**config.mk**
```make
export PLATFORM = sky130hd
export DESIGN_NAME = dfe_out_fifo
export DESIGN_NICKNAME = d
export VERILOG_FILES = /design/src/rtl/dfe_out_fifo.sv
export SDC_FILE = /design/constraint.sdc
export NUM_CORES = 1
export LEC_CHECK = 0
export CORE_UTILIZATION = 42
export CTS_CLUSTER_DIAMETER = 30
export DETAILED_ROUTE_END_ITERATION = 8
export GPL_ROUTABILITY_DRIVEN = 0
export GPL_TIMING_DRIVEN = 0
export PLACE_DENSITY = 0.68
export SLEW_MARGIN = 30
export SYNTH_ARGS = -nofsm -noshare
export SYNTH_HDL_FRONTEND = slang
export SYNTH_SLANG_ARGS = --single-unit
export TNS_END_PERCENT = 5
```
**constraint.sdc**
```tcl
create_clock -name PCLK -period 6 [get_ports PCLK]
set_input_delay 1.8 -clock PCLK [delete_from_list [all_inputs] [get_ports PCLK]]
set_output_delay 1.8 -clock PCLK [all_outputs]
set_load 0.05 [all_outputs]
```
**src/rtl/dfe_out_fifo.sv**
```systemverilog
// dfe_out_fifo: APB-readable FIFO buffering signed DFE output samples.
//
// Ports
//   PCLK, PRESETn         clock (rising edge) / async active-low reset
//   PSEL/PENABLE/PWRITE   APB controls, zero-wait-state accesses
//   PADDR, PWDATA         word register index / write data
//   PRDATA                read data (combinational during the access phase)
//   dfe_data_in           signed sample from the DFE
//   dfe_valid_in          one-cycle strobe marking a new sample
//   irq_out               registered level interrupt
//
// Registers: 0x0 CTRL (EN, FLUSH, THRESH), 0x1 STATUS, 0x2 DATA (pop on read),
//            0x3 OVFCNT (only with DFE_FIFO_OVF_CNT_EN defined, else reads 0).
//
// Optional feature macro: DFE_FIFO_OVF_CNT_EN (saturating dropped-sample counter).
module dfe_out_fifo #(
  parameter int unsigned DATA_WIDTH     = 16,
  parameter int unsigned DEPTH          = 16,
  parameter int unsigned ABP_ADDR_WIDTH = 4,
  parameter int unsigned ABP_DATA_WIDTH = 32
) (
  input  logic                      PCLK,
  input  logic                      PRESETn,
  input  logic                      PSEL,
  input  logic                      PENABLE,
  input  logic                      PWRITE,
  input  logic [ABP_ADDR_WIDTH-1:0] PADDR,
  input  logic [ABP_DATA_WIDTH-1:0] PWDATA,
  output logic [ABP_DATA_WIDTH-1:0] PRDATA,
  input  logic [DATA_WIDTH-1:0]     dfe_data_in,
  input  logic                      dfe_valid_in,
  output logic                      irq_out
);

  localparam int unsigned PTR_W = $clog2(DEPTH);
  localparam int unsigned CNT_W = PTR_W + 1;

  localparam logic [ABP_ADDR_WIDTH-1:0] ADDR_CTRL   = ABP_ADDR_WIDTH'(0);
  localparam logic [ABP_ADDR_WIDTH-1:0] ADDR_STATUS = ABP_ADDR_WIDTH'(1);
  localparam logic [ABP_ADDR_WIDTH-1:0] ADDR_DATA   = ABP_ADDR_WIDTH'(2);
  localparam logic [ABP_ADDR_WIDTH-1:0] ADDR_OVFCNT = ABP_ADDR_WIDTH'(3);

  logic [DATA_WIDTH-1:0] mem [DEPTH];
  logic [PTR_W-1:0]      wr_ptr, rd_ptr;
  logic [CNT_W-1:0]      count;
  logic                  ctrl_en;
  logic [3:0]            ctrl_thresh;
  logic                  ovf, unf;

  logic access, wr_acc, rd_acc;
  logic flush, pop_req, push_req;
  logic empty, full;
  logic pop_ok, push_ok, ovf_set, unf_set;
  logic thresh_hit;
  logic [ABP_DATA_WIDTH-1:0] ovf_cnt_rd;

  // Only selected PWDATA bits are decoded; fold the rest into a sink.
  logic unused_pwdata;
  assign unused_pwdata = ^PWDATA;

  // APB decode and FIFO handshake qualification
  assign access   = PSEL & PENABLE;
  assign wr_acc   = access & PWRITE;
  assign rd_acc   = access & ~PWRITE;
  assign flush    = wr_acc & (PADDR == ADDR_CTRL) & PWDATA[1];
  assign pop_req  = rd_acc & (PADDR == ADDR_DATA);
  assign push_req = ctrl_en & dfe_valid_in;
  assign empty    = (count == CNT_W'(0));
  assign full     = (count == CNT_W'(DEPTH));

  // A same-cycle pop frees a slot, so a full FIFO still accepts the push.
  // A flush overrides everything, including the sticky-flag events.
  assign pop_ok  = ~flush & pop_req & ~empty;
  assign unf_set = ~flush & pop_req & empty;
  assign push_ok = ~flush & push_req & (~full | pop_ok);
  assign ovf_set = ~flush & push_req & full & ~pop_ok;

  assign thresh_hit = ctrl_en && (ctrl_thresh != 4'd0) &&
                      (32'(count) >= 32'(ctrl_thresh));

  // Sample storage (no reset needed; validity is tracked by count)
  always_ff @(posedge PCLK) begin
    if (push_ok) mem[wr_ptr] <= dfe_data_in;
  end

  // Control register, pointers, count, sticky flags and interrupt
  always_ff @(posedge PCLK or negedge PRESETn) begin
    if (!PRESETn) begin
      ctrl_en     <= 1'b0;
      ctrl_thresh <= 4'd0;
      wr_ptr      <= '0;
      rd_ptr      <= '0;
      count       <= '0;
      ovf         <= 1'b0;
      unf         <= 1'b0;
      irq_out     <= 1'b0;
    end else begin
      if (wr_acc && (PADDR == ADDR_CTRL)) begin
        ctrl_en     <= PWDATA[0];
        ctrl_thresh <= PWDATA[7:4];
      end

      if (flush) begin
        wr_ptr <= '0;
        rd_ptr <= '0;
        count  <= '0;
      end else begin
        if (push_ok) wr_ptr <= wr_ptr + PTR_W'(1);
        if (pop_ok)  rd_ptr <= rd_ptr + PTR_W'(1);
        case ({push_ok, pop_ok})
          2'b10:   count <= count + CNT_W'(1);
          2'b01:   count <= count - CNT_W'(1);
          default: count <= count;
        endcase
      end

      // A new event wins over a same-cycle write-1-to-clear.
      if (ovf_set) ovf <= 1'b1;
      else if (wr_acc && (PADDR == ADDR_STATUS) && PWDATA[18]) ovf <= 1'b0;
      if (unf_set) unf <= 1'b1;
      else if (wr_acc && (PADDR == ADDR_STATUS) && PWDATA[19]) unf <= 1'b0;

      irq_out <= thresh_hit | ovf;
    end
  end

`ifdef DFE_FIFO_OVF_CNT_EN
  // Saturating count of dropped samples; any write to OVFCNT clears it.
  logic [15:0] ovf_cnt;
  always_ff @(posedge PCLK or negedge PRESETn) begin
    if (!PRESETn) begin
      ovf_cnt <= 16'd0;
    end else if (wr_acc && (PADDR == ADDR_OVFCNT)) begin
      ovf_cnt <= 16'd0;
    end else if (ovf_set && (ovf_cnt != 16'hFFFF)) begin
      ovf_cnt <= ovf_cnt + 16'd1;
    end
  end
  assign ovf_cnt_rd = ABP_DATA_WIDTH'(ovf_cnt);
`else
  assign ovf_cnt_rd = '0;
`endif

  // Read mux: zero outside a read access phase and for unmapped addresses
  always_comb begin
    PRDATA = '0;
    if (rd_acc) begin
      case (PADDR)
        ADDR_CTRL: begin
          PRDATA[0]   = ctrl_en;
          PRDATA[7:4] = ctrl_thresh;
        end
        ADDR_STATUS: begin
          PRDATA[PTR_W:0] = count;
          PRDATA[16]      = empty;
          PRDATA[17]      = full;
          PRDATA[18]      = ovf;
          PRDATA[19]      = unf;
        end
        ADDR_DATA: begin
          if (!empty) PRDATA = ABP_DATA_WIDTH'($signed(mem[rd_ptr]));
        end
        ADDR_OVFCNT: PRDATA = ovf_cnt_rd;
        default:     PRDATA = '0;
      endcase
    end
  end

endmodule

```
==> flow_metrics.py <==
metrics = {
    "cells_and_area": {
        "nets": 752,
        "stdcell_area_sq_um": 14390,
        "fin_util_pct": 54.76,
        "regArea_sq_um": 8213,
        "diodes": 0,
        "area_growth_pct": 26.86,
        "layout_common_cells": "edfxtp_1, mux4_2, clkbuf_16, clkdlybuf4s50_1, buf_4",
        "drive_gt1_share_pct": 34.75,
        "multi_input_area_sq_um": 2934,
        "final_common_cell": "edfxtp_1",
        "n_fill_cell": 1976,
    },
    "sta": {
        "tightestPinTransition_ns": 0.8711,
        "setup_viol": 0,
        "fin_tns_setup_ns": 0,
        "slew_headroom_pct": 41.92,
        "skew_ns": 0.04037,
        "final.period_utilization_pct": 99.18,
        "min_period_ns": 5.951,
        "rsz0062_at_grt": "true",
        "holdWs_ns": 0.5026,
        "finalHoldViolCount": 0,
        "slew_violations": 0,
        "fmax_mhz": 168.0,
    },
    "power": {
        "comb_power_share_pct": 8.5,
        "p_clk_share_pct": 53.2,
        "power_density_nw_per_um2": 403.5,
        "power_switching_mw": 1.354,
        "p_leak_nw": 4.871,
        "switching_share_pct": 23.32,
        "sequentialPowerShare_pct": 38.3,
        "internal_power_mw": 4.452,
        "ir_drop_v": 0.0003107,
    },
    "detailed_routing": {
        "drt-wirelength-per-cell_um": 23.62,
        "viasPerCell": 5.617,
        "drcViolationCount": 10,
        "drt.antenna.violating_nets": 0,
        "vias": 5971,
        "drtIter0Drc": 563,
        "first_pass_iters": 7,
        "drt-total-wl_um": 25110,
    },
    "placement": {
        "dp.final_hpwl_um": 14700,
        "placed_cell_area_sq_um": 12470,
        "io_buffers": 66,
    },
    "worst_hold_path": {
        "hold_class": "reg -> reg",
    },
    "floorplanning": {
        "die_w_um": 166.3,
        "fp.dieH_um": 166.3,
        "coreArea_sq_um": 26280,
        "die_area_sq_um": 27670,
        "io_pins": 91,
        "rows": 59,
        "floorplan.initialDensity_pct": 43.16,
    },
    "worst_setup_path": {
        "worstPathRequired_ns": 4.20,
        "rr_worst_depth": 10,
        "timing.rr.start": "count[1]",
        "critical_path_class": "in -> out",
        "crit_arrival_ns": 4.15,
        "crit_start": "PADDR[3]",
        "r2r_end": "count[4]",
        "crit_chain": "clkdlybuf4s50_1 > or4b_4 > a211oi_4 > buf_2 > nand2_1 > o21ai_0 > clkbuf_2",
        "startpoint_type": "input pin",
        "cp_max_fo": 10,
        "reg2reg_setup_slack_ns": 3.08,
        "end_kind": "primary output",
        "critical_path.max_stage_delay_ns": 0.62,
        "crit_end": "PRDATA[4]",
        "cpMaxStageDelayCell": "or4b_4",
    },
    "yosys": {
        "synth-warning-count": 0,
        "synth-async-reset-ratio_pct": 7.581,
        "synth_top_area_share_pct": 67.77,
        "netlist_instances": 558,
        "synth_seq_cells": 277,
        "synth_ff_type": "edfxtp_1",
        "yosysTopAreaCell": "edfxtp_1",
        "yosysSeqAreaShare_pct": 72.40,
        "synth_area_leaders": "edfxtp_1, mux4_2, dfrtp_1",
        "synth.avg_cell_area_sq_um": 20.33,
        "synth_edf_count": 256,
        "synth.cell_area_sq_um": 11340,
        "synth_nets": 627,
        "synth_cell_types": 51,
    },
    "run": {
        "max_cap_viol_count": 0,
    },
    "grt": {
        "grt_pass1_wl_um": 37850,
        "grt_max_degree": 22,
        "gr-usage-all-layers_pct": 18.66,
        "antenna_found_initial": 0,
        "grt.overflow.total": 0,
        "grt_pass1_vias": 6244,
    },
    "clock_tree": {
        "htree_num_levels": 2,
        "clkTransAtPathRegs_ns": 0.05,
        "cts_buffers": 53,
        "tritoncts": "yes",
        "clkSinkCount": 277,
        "clock-root-buffer": "clkbuf_16",
        "clockBufferDepth": 3,
        "clk_latency_ns": 0.58,
        "cts_hold_buf": 0,
    },
    "status": {
        "outcome": "complete, but fails checks",
        "violations": "DRC",
    },
}
[logic make-up after synthesis]
group | share of synthesized area (%)
xor+xnor | 0.5405
flops | 72.40
buf+inv | 2.074
compound gates | 3.210
fa+ha+maj | 1.213
simple gates | 4.412
mux | 16.15
[how the worst min path moves through the flow]
stage	endpoint	cells past startpoint	startpoint	slack, ns
6_report	unf	1	unf	0.50
2_1_floorplan	unf	1	unf	0.47
5_1_grt	unf	1	unf	0.53
4_1_cts	unf	1	unf	0.50
3_3_place_gp	unf	1	unf	0.49
3_5_place_dp	unf	1	unf	0.49
[critical path: cells and delay by family]
family,cells,cell delay [ns]
simple gates,2,0.79
buf+inv,3,1.17
compound gates,2,0.39
[flip-flops by register name (all words and copies together) (netlist names)]
name	flops
count	5
ctrl_en	1
ctrl_thresh	4
irq_out	1
mem	256
ovf	1
rd_ptr	4
unf	1
wr_ptr	4
[through the flow]
| step | cells | power (mW) | setup WS, ns |
|---|---|---|---|
| after detailed placement | 961 | 2.751 | -1.020 |
| after global routing | 1063 | 5.986 | -0.008825 |
| after CTS | 1063 | 5.846 | -0.1585 |
| after global placement | 959 | 2.727 | -0.9840 |
| after floorplan | 558 | 2.588 | 0.1549 |
| final | 1063 | 5.806 | 0.04911 |
[routing by layer]
layer | vias to the layer above | wire length [um] | global-route usage (%)
met2 | 255 | 12140 | 30.40
met3 | 44 | 1687 | 4.051
met4 | 0 | 556 | 6.361
li1 | 2573 | - | -
met5 | - | 0 | 0
met1 | 3099 | 10730 | 25.01
[synth_stat cells (all sizes together), types with 2 or more instances]
| cell type | n |
|---|---|
| edfxtp | 256 |
| mux4 | 79 |
| buf | 23 |
| and2 | 22 |
| dfrtp | 21 |
| nand2 | 17 |
| clkbuf | 14 |
| nor2 | 14 |
| ha | 11 |
| o21ai | 11 |
| a22o | 8 |
| inv | 8 |
| a211oi | 7 |
| nand3 | 6 |
| a21o | 5 |
| and4 | 5 |
| nor3 | 4 |
| nor4 | 4 |
| xor2 | 4 |
| mux2i | 3 |
| o211ai | 3 |
| xnor2 | 3 |
| a21oi | 2 |
| a22oi | 2 |
| a31o | 2 |
| mux2 | 2 |
| nand2b | 2 |
| nor3b | 2 |
| or2 | 2 |
| or3 | 2 |
[power groups by stage]
stage / Clock [mW] / Combinational [mW] / Sequential, mW
floorplan: 0 / 0.339 / 2.25
global placement: 0 / 0.475 / 2.25
global route: 3.22 / 0.542 / 2.23
finish: 3.09 / 0.495 / 2.22
detailed placement: 0 / 0.494 / 2.26
CTS: 3.12 / 0.500 / 2.22
[area by class of cell]
cell class              count  share of cell area [%]
clock inverters            45                   4.060
repair buffers             70                   4.643
plain buffers              37                   1.443
multi-input cells         236                   20.39
inverters                   8                  0.2087
well taps                 335                   2.913
flip-flops and latches    277                   57.07
clock buffers              55                   9.269
[timing repair]
action                     CTS  global route
pin swaps                    2             2
cloned                       0             0
buffers inserted             2             0
setup endpoints to repair   32            12
resized for setup           71            12
No activity file was read; power rests on OpenSTA's default activity.
==> variant 1, RTL diff (config.mk and constraints unchanged) <==
Set the parameter `ABP_ADDR_WIDTH` to 5 (it was 4).
--- a/src/rtl/dfe_out_fifo.sv
+++ b/src/rtl/dfe_out_fifo.sv
@@ -16,7 +16,7 @@
 module dfe_out_fifo #(
   parameter int unsigned DATA_WIDTH     = 16,
   parameter int unsigned DEPTH          = 16,
-  parameter int unsigned ABP_ADDR_WIDTH = 4,
+  parameter int unsigned ABP_ADDR_WIDTH = 5,
   parameter int unsigned ABP_DATA_WIDTH = 32
 ) (
   input  logic                      PCLK,
Ports: changed (resized PADDR); port bits go from 91 to 92. The function was not compared with the original's and may differ.
==> variant 1 against the original RTL <==
- the flow finishes with violations (design-rule violations, negative setup slack)
- largest power group unchanged
- global-route usage grew 0.20 points
- synthesized area grew 0.14%
- count of clock-buffer cells in the layout grew 5
- synthesized cell count grew 0.18%
- final area shrank 0.44%
- wire length is essentially flat
- hold slack lost 0.016 ns
- highest routed layer unchanged
- utilization shrank 0.24 points
- worst setup slack lost 0.067 ns
- sequential cell count is the same
- total power shrank 2.3%
==> variant 1: results <==
group,metric,value,unit
outcome,status,"finished, violations left",
outcome,violations,"design-rule violations, negative setup slack",
timing,setup_viol,5,
grt,grt.total_usage,18.9,%
timing,setup_ws,-0.0182,ns
logic_synthesis,synthTopCellsByCount,"edfxtp_1, mux4_2, and2_1",
routing,wl_per_cell,23.7,um
logic_synthesis,synth_area_leaders,"edfxtp_1, mux4_2, dfrtp_1",
routing,drc,12,
cts,insertion_delay,0.56,ns
min_path,hold_depth,2,
power,leakage,0.00480,uW
power,power_switching,1250,uW
finish,antenna_cells,0,
placed_design,dp_hpwl,14800,um
finish,fill_cells,1991,
logic_synthesis,synth-main-ff-cell,"edfxtp_1",
critical_path,rr_worst_depth,6,
placed_design,dp_slack,-1.04,ns
grt,gr-usage-met2,30.1,%
logic_synthesis,synth.distinct_cells,54,
finish,drive_gt1_share,34.9,%
cts,cts_buffers,51,
routing,met3WireLength,1820,um
routing,wl_met2,11900,um
timing,skew,0.0235,ns
timing,worst-slew-pin-transition,0.947,ns
critical_path,r2r-end,"rd_ptr[3]$_DFFE_PN0P_",
logic_synthesis,async_reset_ff_share,7.58,%
routing,num_vias,5864,
critical_path,reg2reg_slack,3.13,ns
grt,grt_pass1_wl,38000,um
placed_design,portBuffers,66,
logic_synthesis,seq_area_frac_synth,72.3,%
critical_path,worstReg2RegStart,"rd_ptr[1]$_DFFE_PN0P_",
power,ir_worst_vdd,0.326,mV
grt,use_met1,25.2,%
critical_path,cp-endpoint,"PRDATA[31]",
grt,grt_pass1_vias,6212,
logic_synthesis,synth_nets,629,
timing,tns,-0.0810,ns
routing,topRoutingLayerUsed,"met4",
critical_path,cp.arrival,4.22,ns
routing,met1Wirelength,10700,um
grt,grt_use_met3,4.63,%
routing,drtIter0Drc,598,
==> variant 1: timing repair <==
action | in CTS | in global routing
pin swaps | 1 | 0
endpoints found under the setup margin | 32 | 30
cloned | 1 | 0
hold endpoints to repair | 0 | 0
buffers inserted | 1 | 0
resized for setup | 104 | 23
==> variant 1: final cells by class <==
class	instances	area share, %
clock inverters	34	3.59
inverters	16	0.419
flip-flops and latches	277	57.3
multi-input cells	229	20.5
well taps	335	2.93
clock buffers	60	9.29
repair buffers	69	4.42
plain buffers	37	1.48
repair inverters	1	0.0349
==> variant 1: power groups by stage <==
stage | logic [uW] | registers [uW] | clock network, uW
2_1_floorplan | 293 | 2220 | 0
3_3_place_gp | 402 | 2240 | 0
3_5_place_dp | 430 | 2240 | 0
4_1_cts | 434 | 2210 | 3070
5_1_grt | 473 | 2210 | 3170
6_report | 431 | 2210 | 3040
==> variant 1: logic make-up (layout without fill, tap and decap cells) <==
family	count (synthesis)	count (layout)	share of synthesized area [%]
fa+ha+maj	11	11	1.21
mux	91	91	16.7
compound gates	40	40	2.87
buf+inv	53	217	2.37
flops	277	277	72.3
xor+xnor	7	7	0.540
simple gates	80	80	4.01
==> variant 1: through the flow <==
| stage | instances | instance area (sq um) | utilization, % | hold slack [ns] | power (uW) |
|---|---|---|---|---|---|
| after global routing | 1058 | 14300 | 54.5 | 0.536 | 5850 |
| after floorplan | 559 | 11400 | - | 0.447 | 2520 |
| after detailed placement | 962 | 12500 | 47.6 | 0.487 | 2670 |
| after global placement | 960 | 12400 | 47.3 | 0.477 | 2640 |
| after CTS | 1058 | 14400 | 54.7 | 0.496 | 5710 |
| final | 1058 | 14300 | 54.5 | 0.487 | 5670 |
==> variant 2, RTL diff (same settings) <==
Made on the original files. Put a register stage on the output `PRDATA`, cleared by the reset. The value now appears one clock later. The other outputs are not delayed to match. Comments in the files are not updated.
--- a/src/rtl/dfe_out_fifo.sv
+++ b/src/rtl/dfe_out_fifo.sv
@@ -39,6 +39,8 @@
   localparam logic [ABP_ADDR_WIDTH-1:0] ADDR_STATUS = ABP_ADDR_WIDTH'(1);
   localparam logic [ABP_ADDR_WIDTH-1:0] ADDR_DATA   = ABP_ADDR_WIDTH'(2);
   localparam logic [ABP_ADDR_WIDTH-1:0] ADDR_OVFCNT = ABP_ADDR_WIDTH'(3);
+
+  logic [ABP_DATA_WIDTH-1:0] PRDATA_d;
 
   logic [DATA_WIDTH-1:0] mem [DEPTH];
   logic [PTR_W-1:0]      wr_ptr, rd_ptr;
@@ -143,26 +145,34 @@
 
   // Read mux: zero outside a read access phase and for unmapped addresses
   always_comb begin
-    PRDATA = '0;
+    PRDATA_d = '0;
     if (rd_acc) begin
       case (PADDR)
         ADDR_CTRL: begin
-          PRDATA[0]   = ctrl_en;
-          PRDATA[7:4] = ctrl_thresh;
+          PRDATA_d[0]   = ctrl_en;
+          PRDATA_d[7:4] = ctrl_thresh;
         end
         ADDR_STATUS: begin
-          PRDATA[PTR_W:0] = count;
-          PRDATA[16]      = empty;
-          PRDATA[17]      = full;
-          PRDATA[18]      = ovf;
-          PRDATA[19]      = unf;
+          PRDATA_d[PTR_W:0] = count;
+          PRDATA_d[16]      = empty;
+          PRDATA_d[17]      = full;
+          PRDATA_d[18]      = ovf;
+          PRDATA_d[19]      = unf;
         end
         ADDR_DATA: begin
-          if (!empty) PRDATA = ABP_DATA_WIDTH'($signed(mem[rd_ptr]));
+          if (!empty) PRDATA_d = ABP_DATA_WIDTH'($signed(mem[rd_ptr]));
         end
-        ADDR_OVFCNT: PRDATA = ovf_cnt_rd;
-        default:     PRDATA = '0;
+        ADDR_OVFCNT: PRDATA_d = ovf_cnt_rd;
+        default:     PRDATA_d = '0;
       endcase
+    end
+  end
+
+  always_ff @(posedge PCLK or negedge PRESETn) begin
+    if (!PRESETn) begin
+      PRDATA <= '0;
+    end else begin
+      PRDATA <= PRDATA_d;
     end
   end
 
Function: changed (a bounded check fails within 4 cycles, from zero or initial values and one cycle with PRESETn low).
==> variant 2 against the original RTL <==
- worst setup slack better by 1.6 ns
- sequential power increased by 5%
- synthesized area rose by 6.3%
- via count is 7.1% higher
- sequential cell count up 20
- wire length rose by 4.8%
- register-to-register slack got worse by 0.14 ns
- total power fell by 1.3%
- first-iteration DRC count increased by 33%
- final area is 3.9% higher
- largest cell class unchanged
- highest routed layer unchanged
==> variant 2: results <==
group,metric,value,unit
logic_synthesis,synthAdderAreaFrac,1.14,%
timing,finalMaxSlewViolations,0,
timing,relSlewSlack,32.0,%
logic_synthesis,synth.distinct_cells,62,
grt,grt_use_met3,4.23,%
timing,skew,0.0215,ns
cts,insertion_delay,0.55,ns
logic_synthesis,seq_area_frac_synth,72.2,%
routing,wl_met2,12400,um
logic_synthesis,synth_area_leaders,"edfxtp_1, mux4_2, dfrtp_1",
critical_path,critPathMaxFanout,16,
grt,grt_max_degree,42,
logic_synthesis,synthTopCellsByCount,"edfxtp_1, mux4_2, dfrtp_1",
logic_synthesis,synth_xor_area_share,0.581,%
critical_path,worstReg2RegStart,"count[1]$_DFFE_PN0P_",
critical_path,slowest_stage,"and3_2",
min_path,min_to,"PRDATA[19]$_DFF_PN0_",
grt,grt_pass1_vias,6658,
logic_synthesis,synth.mux.area_fraction,15.1,%
routing,wl_per_cell,23.3,um
critical_path,cp-endpoint,"mem[9][2]$_DFFE_PP_",
logic_synthesis,async_reset_ff_share,13.8,%
cts,cts-resized-gates,0,
placed_design,dp_hpwl,15400,um
power,pg_seq,2340,uW
finish,layout.nets,780,
grt,gr-usage-met2,29.0,%
cts,cts_buffers,51,
finish,drive_gt1_share,30.4,%
cts,cts_setup_buffers,0,
grt,antenna_found_initial,0,
power,ir_worst_vdd,0.277,mV
logic_synthesis,synth_nets,661,
routing,num_vias,6393,
routing,topRoutingLayerUsed,"met4",
power,internal_power,4440,uW
grt,grt_pass1_wl,39800,um
critical_path,cp.arrival,4.47,ns
min_path,hold_depth,1,
power,p_comb,535,uW
routing,met1Wirelength,11000,um
power,leakage,0.00510,uW
finish,fill_cells,2138,
finish,top_regs,"mem x256, PRDATA x20, count x5",
routing,drtIter0Drc,746,
routing,first_pass_iters,5,
critical_path,slowest_delay,0.65,ns
critical_path,cpLargestDelayFamily,"simple AND/OR/NAND/NOR gates",
logic_synthesis,synth-compound-area-share,3.35,%
outcome,status,"finished clean",
placed_design,placed_area,13200,sq um
grt,grt.total_usage,18.7,%
routing,met3WireLength,2130,um
critical_path,timing.critical_path.from,"PADDR[0]",
critical_path,reg2reg_slack,2.94,ns
critical_path,rr_worst_depth,11,
grt,use_met1,25.2,%
==> variant 2: changes by cell type after synthesis, moves of 5 or more <==
cell / before / now
dfrtp_1: 21 / 41
and3_1: 0 / 10
buf_6: 1 / 8
and2_1: 22 / 12
o21ai_0: 11 / 6
==> variant 2: metrics by stage <==
step	worst slack, ns	cells	utilization (%)	total power (uW)	hold slack, ns
2_1_floorplan	2.04	592	-	2730	0.451
3_3_place_gp	0.971	1036	47.1	2880	0.472
3_5_place_dp	1.22	1036	47.2	2900	0.486
4_1_cts	1.76	1129	53.4	5760	0.515
5_1_grt	1.53	1129	53.4	5900	0.531
6_report	1.70	1130	53.4	5730	0.537
==> variant 2: cell type report <==
| type | count | area share [%] |
|---|---|---|
| diodes | 1 | 0.0167 |
| inverters | 7 | 0.176 |
| multi-input cells | 246 | 20.1 |
| well taps | 378 | 3.16 |
| clock inverters | 32 | 2.45 |
| repair buffers | 66 | 4.40 |
| clock buffers | 61 | 9.20 |
| plain buffers | 42 | 2.18 |
| flip-flops and latches | 297 | 58.3 |
